## config.mk

```make
export PLATFORM = sky130hd
export DESIGN_NAME = player_action_fsm
export DESIGN_NICKNAME = d
export VERILOG_FILES = /design/src/rtl/player_action_fsm.sv
export SDC_FILE = /design/constraint.sdc
export NUM_CORES = 1
export LEC_CHECK = 0
export CORE_ASPECT_RATIO = 1.4
export CORE_MARGIN = 5
export CORE_UTILIZATION = 50
export CTS_CLUSTER_DIAMETER = 60
export DETAILED_ROUTE_END_ITERATION = 6
export HOLD_SLACK_MARGIN = 0.06
export PLACE_DENSITY = 0.85
export SYNTH_ARGS = -nofsm -noshare
export SYNTH_HDL_FRONTEND = slang
export SYNTH_SLANG_ARGS = --single-unit
```

## constraint.sdc

```tcl
create_clock -name clk -period 2.65 [get_ports clk]
set_clock_uncertainty 0.05 [all_clocks]
set_input_delay 0.53 -clock clk [delete_from_list [all_inputs] [get_ports clk]]
set_output_delay 0.53 -clock clk [all_outputs]
set_load 0.1 [all_outputs]
```

## src/rtl/player_action_fsm.sv

```systemverilog
// Per-player action state machine: idle/move/jump/attack/hitstun sequencing on frame ticks,
// with per-attack frame lengths, refreshable hitstun and a single-entry attack input buffer.
module player_action_fsm #(
    parameter int                            NUM_ATTACKS = 2,
    parameter int                            CNT_W       = 8,
    parameter logic [NUM_ATTACKS*CNT_W-1:0]  ATK_LEN     = {8'd12, 8'd6},
    parameter logic [CNT_W-1:0]              JUMP_LEN    = 8'd20,
    parameter logic [CNT_W-1:0]              HITSTUN_LEN = 8'd15,
    parameter int                            BUF_FRAMES  = 4,
    localparam int                           AID_W       = (NUM_ATTACKS > 1) ? $clog2(NUM_ATTACKS) : 1
) (
    input  logic                   clk,
    input  logic                   reset,
    input  logic                   SCEN,
    input  logic                   move_left,
    input  logic                   move_right,
    input  logic                   jump,
    input  logic [NUM_ATTACKS-1:0] attack_req,
    input  logic                   hit_in,
    output logic [2:0]             state,
    output logic                   move_enable,
    output logic                   attack_enable,
    output logic [AID_W-1:0]       attack_id,
    output logic                   attack_start,
    output logic                   jump_start,
    output logic                   facing,
    output logic [CNT_W-1:0]       frame_cnt
);
    // state   | meaning
    // IDLE    | standing, decision every frame tick
    // MOVE    | walking in one direction, decision every frame tick
    // JUMP    | timed airborne phase, attacks only buffered
    // ATTACK  | timed attack, new requests only buffered
    // HITSTUN | timed stun after a hit, refreshed by further hits

    localparam int AGE_W = (BUF_FRAMES > 0) ? $clog2(BUF_FRAMES + 1) : 1;

    typedef enum logic [2:0] {
        S_IDLE    = 3'd0,
        S_MOVE    = 3'd1,
        S_JUMP    = 3'd2,
        S_ATTACK  = 3'd3,
        S_HITSTUN = 3'd4
    } state_t;

    state_t                 st;
    logic [NUM_ATTACKS-1:0] req_prev;
    logic [NUM_ATTACKS-1:0] req_rise;
    logic [AID_W-1:0]       buf_id;
    logic [AGE_W-1:0]       buf_age;

    state_t                 dec_state;
    logic [AID_W-1:0]       dec_id;
    logic [CNT_W-1:0]       dec_cnt;
    logic                   dec_facing;

    function automatic logic [CNT_W-1:0] len_m1(input logic [CNT_W-1:0] len);
        return (len == '0) ? '0 : len - CNT_W'(1);
    endfunction

    function automatic logic [AID_W-1:0] low_idx(input logic [NUM_ATTACKS-1:0] v);
        logic [AID_W-1:0] idx;
        idx = '0;
        for (int i = NUM_ATTACKS - 1; i >= 0; i--)
            if (v[i]) idx = AID_W'(i);
        return idx;
    endfunction

    function automatic logic [CNT_W-1:0] atk_len_m1(input logic [AID_W-1:0] id);
        logic [CNT_W-1:0] len;
        len = '0;
        for (int i = 0; i < NUM_ATTACKS; i++)
            if (id == AID_W'(i)) len = ATK_LEN[i*CNT_W +: CNT_W];
        return len_m1(len);
    endfunction

    assign req_rise = attack_req & ~req_prev;
    assign state    = st;

    // Shared priority table: used from IDLE/MOVE and when a timed state expires.
    always_comb begin
        dec_state  = S_IDLE;
        dec_id     = attack_id;
        dec_cnt    = '0;
        dec_facing = facing;
        if (hit_in) begin
            dec_state = S_HITSTUN;
            dec_cnt   = len_m1(HITSTUN_LEN);
        end else if ((|attack_req) || (buf_age != '0)) begin
            dec_state = S_ATTACK;
            dec_id    = (|attack_req) ? low_idx(attack_req) : buf_id;
            dec_cnt   = atk_len_m1(dec_id);
        end else if (jump) begin
            dec_state = S_JUMP;
            dec_cnt   = len_m1(JUMP_LEN);
        end else if (move_left ^ move_right) begin
            dec_state  = S_MOVE;
            dec_facing = move_left;
        end
    end

    always_ff @(posedge clk or posedge reset) begin
        if (reset) begin
            st            <= S_IDLE;
            move_enable   <= 1'b1;
            attack_enable <= 1'b0;
            attack_id     <= '0;
            attack_start  <= 1'b0;
            jump_start    <= 1'b0;
            facing        <= 1'b0;
            frame_cnt     <= '0;
            req_prev      <= '0;
            buf_id        <= '0;
            buf_age       <= '0;
        end else begin
            attack_start <= 1'b0;
            jump_start   <= 1'b0;
            if (SCEN) begin
                req_prev <= attack_req;
                if (buf_age != '0)
                    buf_age <= buf_age - AGE_W'(1);
                if ((BUF_FRAMES > 0) && (st == S_JUMP || st == S_ATTACK) && (|req_rise)) begin
                    buf_id  <= low_idx(req_rise);
                    buf_age <= AGE_W'(BUF_FRAMES);
                end
                if (hit_in || st == S_IDLE || st == S_MOVE || frame_cnt == '0) begin
                    st            <= dec_state;
                    frame_cnt     <= dec_cnt;
                    facing        <= dec_facing;
                    move_enable   <= (dec_state == S_IDLE) || (dec_state == S_MOVE) ||
                                     (dec_state == S_JUMP);
                    attack_enable <= (dec_state == S_ATTACK);
                    if (dec_state == S_ATTACK) begin
                        attack_id    <= dec_id;
                        attack_start <= 1'b1;
                        buf_age      <= '0;
                    end
                    if (dec_state == S_JUMP)
                        jump_start <= 1'b1;
                    if (dec_state == S_HITSTUN)
                        buf_age <= '0;
                end else begin
                    frame_cnt <= frame_cnt - CNT_W'(1);
                end
            end
        end
    end

endmodule

```

## Word level (Yosys, flattened, before mapping)

Cells that the tools add are included.

| word-level totals | value |
|---|---|
| flip-flop bits (word level) | 23 |
| latch bits | 0 |
| memory bits (writable) | 0 |
| memory bits (read-only) | 0 |
| bits of input ports | 9 |
| memories | 0 |

| cells by class | value |
|---|---|
| $add $sub $neg | 3 |
| $mul | 0 |
| divide/modulo/power cells | 0 |
| magnitude comparators | 0 |
| equal/unequal tests | 7 |
| shift-type cells | 0 |
| muxes and demuxes | 30 |
| bitwise operators | 6 |
| reduce and logical (&&, ||, !) cells | 19 |

Operators by type and width:

| operator | number |
|---|---|
| $mux W8 | 6 |
| $mux W3 | 6 |
| $logic_not A8 Y1 | 2 |
| $sub A8 B1 Y8 const B | 2 |
| $mux W1 | 14 |
| $eq A3 B2 Y1 const B | 4 |
| $logic_or A1 B1 Y1 | 7 |
| $eq A3 B1 Y1 const B | 2 |
| $logic_not A3 Y1 | 2 |
| $reduce_and A6 Y1 | 1 |
| $mux W5 | 1 |
| $reduce_and A5 Y1 | 1 |
| $mux W2 | 2 |
| $mux W4 | 1 |
| $reduce_and A2 Y1 | 2 |
| $reduce_or A2 Y1 | 2 |
| $eq A3 B3 Y1 const B | 1 |
| $not A1 Y1 | 3 |
| $reduce_bool A3 Y1 | 1 |
| $sub A3 B1 Y3 const B | 1 |
| $and A2 B2 Y2 | 1 |
| $not A2 Y2 | 1 |
| $logic_and A1 B1 Y1 | 1 |
| $xor A1 B1 Y1 | 1 |

## Longest topological paths before layout

| logic depth | value |
|---|---|
| word-level depth | 13 |
| gate-level depth with buffers | 6 |

## Least setup slack after synthesis

Ideal clock, no wire load.

| timing | value |
|---|---|
| kind | flip-flop to flip-flop |
| start | register frame_cnt[0] |
| end | register frame_cnt[0] |
| setup time | 0.126 ns |
| arrival | 2.309 ns |
| data required time | 2.474 ns |
| slack | 0.165 ns |
| stages on the path, launching flop included | 7 |
| clock period less this slack | 2.485 ns |
| cell sequence | dfrtp_1 > inv_1 > ha_1 > a311oi_1 > buf_2 > nor2_1 > a221o_1 |

| between the ends | value |
|---|---|
| longest elaborated chain between the ends | 3 |

RTL lines:

| item | RTL line | text |
|---|---|---|
| start, declared | 27 | `output logic [CNT_W-1:0] frame_cnt` |
| start signal, assigned | 128 | `frame_cnt <= dec_cnt;` |
| start signal, assigned | 143 | `frame_cnt <= frame_cnt - CNT_W'(1);` |
| parallel branches: the longest is 2 deep, another holds $sub A8 B1 Y8 | -- |  |
| $mux W8 (*) | 126 | `if (hit_in \|\| st == S_IDLE \|\| st == S_MOVE \|\| frame_cnt == '0) begin` |

Mark *: on every way between the ends.
A chain may end at the register's enable or synchronous reset.

## Worst setup path in the final report

| timing | value |
|---|---|
| start | register frame_cnt[3] |
| end | register st[1] (netlist: state[1]) |

| between the ends | value |
|---|---|
| longest elaborated chain between the ends | 3 |

RTL lines:

| item | RTL line | text |
|---|---|---|
| $logic_not A8 Y1 | 126 |  |
| $logic_or A1 B1 Y1 | 126 |  |
| $reduce_and A2 Y1 (no line) | -- |  |
| end signal, assigned | 127 | `st <= dec_state;` |
| end, declared | 46 | `state_t st;` |

Every way passes these cells.

==> impl_metrics.tcl <==
set metrics [dict create \
    clkPwrFrac_pct 9.8 \
    finalWirelength_um 3270 \
    p_per_area_nw_per_um2 1060 \
    async_reset_ff_share_pct 100 \
    synth_edf_count 0 \
    clockBufferDepth 2 \
    cts_hold_buffers 0 \
    io_buffers 25 \
    fmax_mhz 431 \
    design.die.area_sq_um 3740 \
    syn_avg_cell_area_sq_um 9.87 \
    p_seq_share_pct 31.4 \
    slew_headroom_pct 58.9 \
    finalNonFillerCells 201 \
    cp_max_fo 8 \
    drt-initial-drc-count 52 \
    place_area_sq_um 1600 \
    ys_top_cells_by_count "22 x dfrtp_1, 17 x nor2_1, 10 x inv_1" \
    p_switching_uw 945 \
    initial_core_util_pct 50.9 \
    leakage_uw 0.000742 \
    end_kind "flip-flop" \
    post_cts_buffers 0 \
    crit_type "flip-flop to flip-flop" \
    worstMarginPinSlew_ps 615 \
    setup_viol 0 \
    drive_gt1_share_pct 24.8 \
    fillers 212 \
    fin_crit_ps 2320 \
    drv_cap 0 \
    cts_inserted_buffers 3 \
    crit_required_ps 2820 \
    period_share_pct 87.6 \
    drtPass1Iterations 4 \
    final_area_sq_um 1630 \
    rows 22 \
    place_inst 197 \
    avgViaCountPerCell 5.90 \
    nets 179 \
    clock_sinks 23 \
    cts_root_buf "clkbuf_4" \
    grt_max_degree 24 \
    p_total_uw 1720 \
    cts_resized 0 \
    hold_class "flip-flop to flip-flop" \
    critPathLaunchType "flip-flop" \
    overflow 0 \
    yosys.area.top_type "dfrtp_1" \
    clk_pin_slew_ps 130 \
    power.share.switching_pct 54.9 \
    n_antenna_cell 0 \
    seq_area_sq_um 577 \
    synth_ff_type "dfrtp_1" \
    tns_ps 0 \
    cpPeakStageDelay_ps 480 \
    antenna_found_initial 0 \
    drcViolationCount 0 \
    multi_input_area_sq_um 667 \
    slew_viol_final 0 \
    num_vias 1186 \
    postSynthCellCount 132 \
    area_growth_pct 25.1 \
    slowest_stage "nor2_1" \
    outcome "complete, no violations" \
    ir_worst_vdd_v 0.000856 \
    syn_nets 145 \
    grt_pass1_wl_um 5570 \
    die_h_um 70.4 \
    io_pins 26 \
    synth_area_sq_um 1300 \
    synth-seq-cells 23 \
    grt_pass1_vias 1183 \
    die_width_um 53.1 \
    rsz0062_at_grt "no" \
    cp.arrival_ps 2500 \
    p_int_uw 775 \
    place.gp.congestion 0.910 \
    cts_tree "done" \
    htree_levels 1 \
    combPwrFrac_pct 58.8 \
    dp_hpwl_um 2480 \
    crit_chain "nor4_2 -> a311oi_1 -> buf_4 -> nor2_1 -> mux2_2" \
    wl_per_cell_um 16.3 \
    synth_cell_types 46 \
    synth_top_area_share_pct 42.3 \
    synth.most_common_cell "dfrtp_1" \
    ant_nets 0 \
    yosysWarnings 0 \
    yosysSeqAreaShare_pct 44.3 \
    clock_latency_ps 330 \
    synthTopCellsByArea "dfrtp_1 42%, mux2_2 5.2%, nor2_1 4.9%" \
    fp.coreArea_sq_um 2560 \
    gr-usage-all-layers_pct 19.6 \
    hold_violations 0 \
]
[worst max-delay path: cells and delay by family (launching register included)]
family | cells | cell delay (ps)
compound gates | 1 | 180
buf+inv | 1 | 200
flops | 1 | 470
mux | 1 | 400
simple gates | 2 | 920
[kinds of logic after synthesis]
kind of cell	after synthesis	synth area share, %
AND/OR/NAND/NOR	46	20.2
multiplexers	8	6.82
AO/OA/AOI/OAI	33	18.4
flip-flops	23	44.3
XOR/XNOR	3	2.02
adder cells (fa/ha/maj)	4	3.84
buffers and inverters	15	4.52
[routing by layer]
layer | part of all wire (%) | global-route usage [%]
met4 | 2.4 | 8.81
met5 | 0 | 0
met3 | 5.9 | 3.41
met1 | 37 | 23.2
met2 | 55 | 33.3
[per-stage QoR]
step	setup slack, ps	utilization (%)	hold WS [ps]
2_1_floorplan	165	-	431
3_3_place_gp	136	62.6	418
3_5_place_dp	92.5	62.6	433
4_1_cts	363	63.6	463
5_1_grt	223	63.6	470
6_report	328	63.6	466
[worst paths after layout]
path                                                start                         to  slack, ps  cells past startpoint
worst min register to register  attack_enable$_DFFE_PP0P_  attack_enable$_DFFE_PP0P_        470                      1
worst max-delay path             frame_cnt[3]$_DFFE_PP0P_       state[1]$_DFFE_PP0P_        330                      5
max in group asynchronous                           reset    move_enable$_DFFE_PP1P_       1770                      3
min in group asynchronous                           reset       jump_start$_DFF_PP0_        490                      3
worst min-delay path            attack_enable$_DFFE_PP0P_  attack_enable$_DFFE_PP0P_        470                      1
worst max register to register   frame_cnt[3]$_DFFE_PP0P_       state[1]$_DFFE_PP0P_        330                      5
[cells in the final DEF, fill, tap and decap left out, drive strengths merged, types with 2 or more instances in the layout]
cell           instances
buf                   26
or4b                   2
dfrtp                 22
nand2b                 2
clkdlybuf4s50          8
nand2                  5
o21ai                  4
nor3                   4
xor2                   3
nor4                   2
nor3b                  2
clkbuf                 3
a22o                   3
nor2b                  3
mux2                   7
nand3                  2
a21oi                  6
ha                     4
inv                   10
a31oi                  3
nor2                  18
a311o                  2
o221ai                 2
[power groups by stage]
stage	registers, uW	clock network (uW)	logic (uW)
detailed placement	545	0	1000
floorplan	978	0	331
CTS	539	169	1010
finish	540	168	1010
global placement	537	0	979
global route	555	190	1070
[state kept, by name, summed over array words and instances, names as in the netlist]
| name | flops |
|---|---|
| attack_enable | 1 |
| attack_id | 1 |
| attack_start | 1 |
| buf_age | 3 |
| buf_id | 1 |
| facing | 1 |
| frame_cnt | 8 |
| jump_start | 1 |
| move_enable | 1 |
| req_prev | 2 |
| state | 3 |
[final cells by class]
| type | instances | share of cell area, % |
|---|---|---|
| multi-input cells | 94 | 40.9 |
| repair buffers | 34 | 16.9 |
| inverters | 10 | 2.30 |
| well taps | 36 | 2.76 |
| flip-flops and latches | 23 | 35.4 |
| clock inverters | 1 | 0.307 |
| clock buffers | 3 | 1.38 |
No activity file was read; power rests on OpenSTA's default activity.
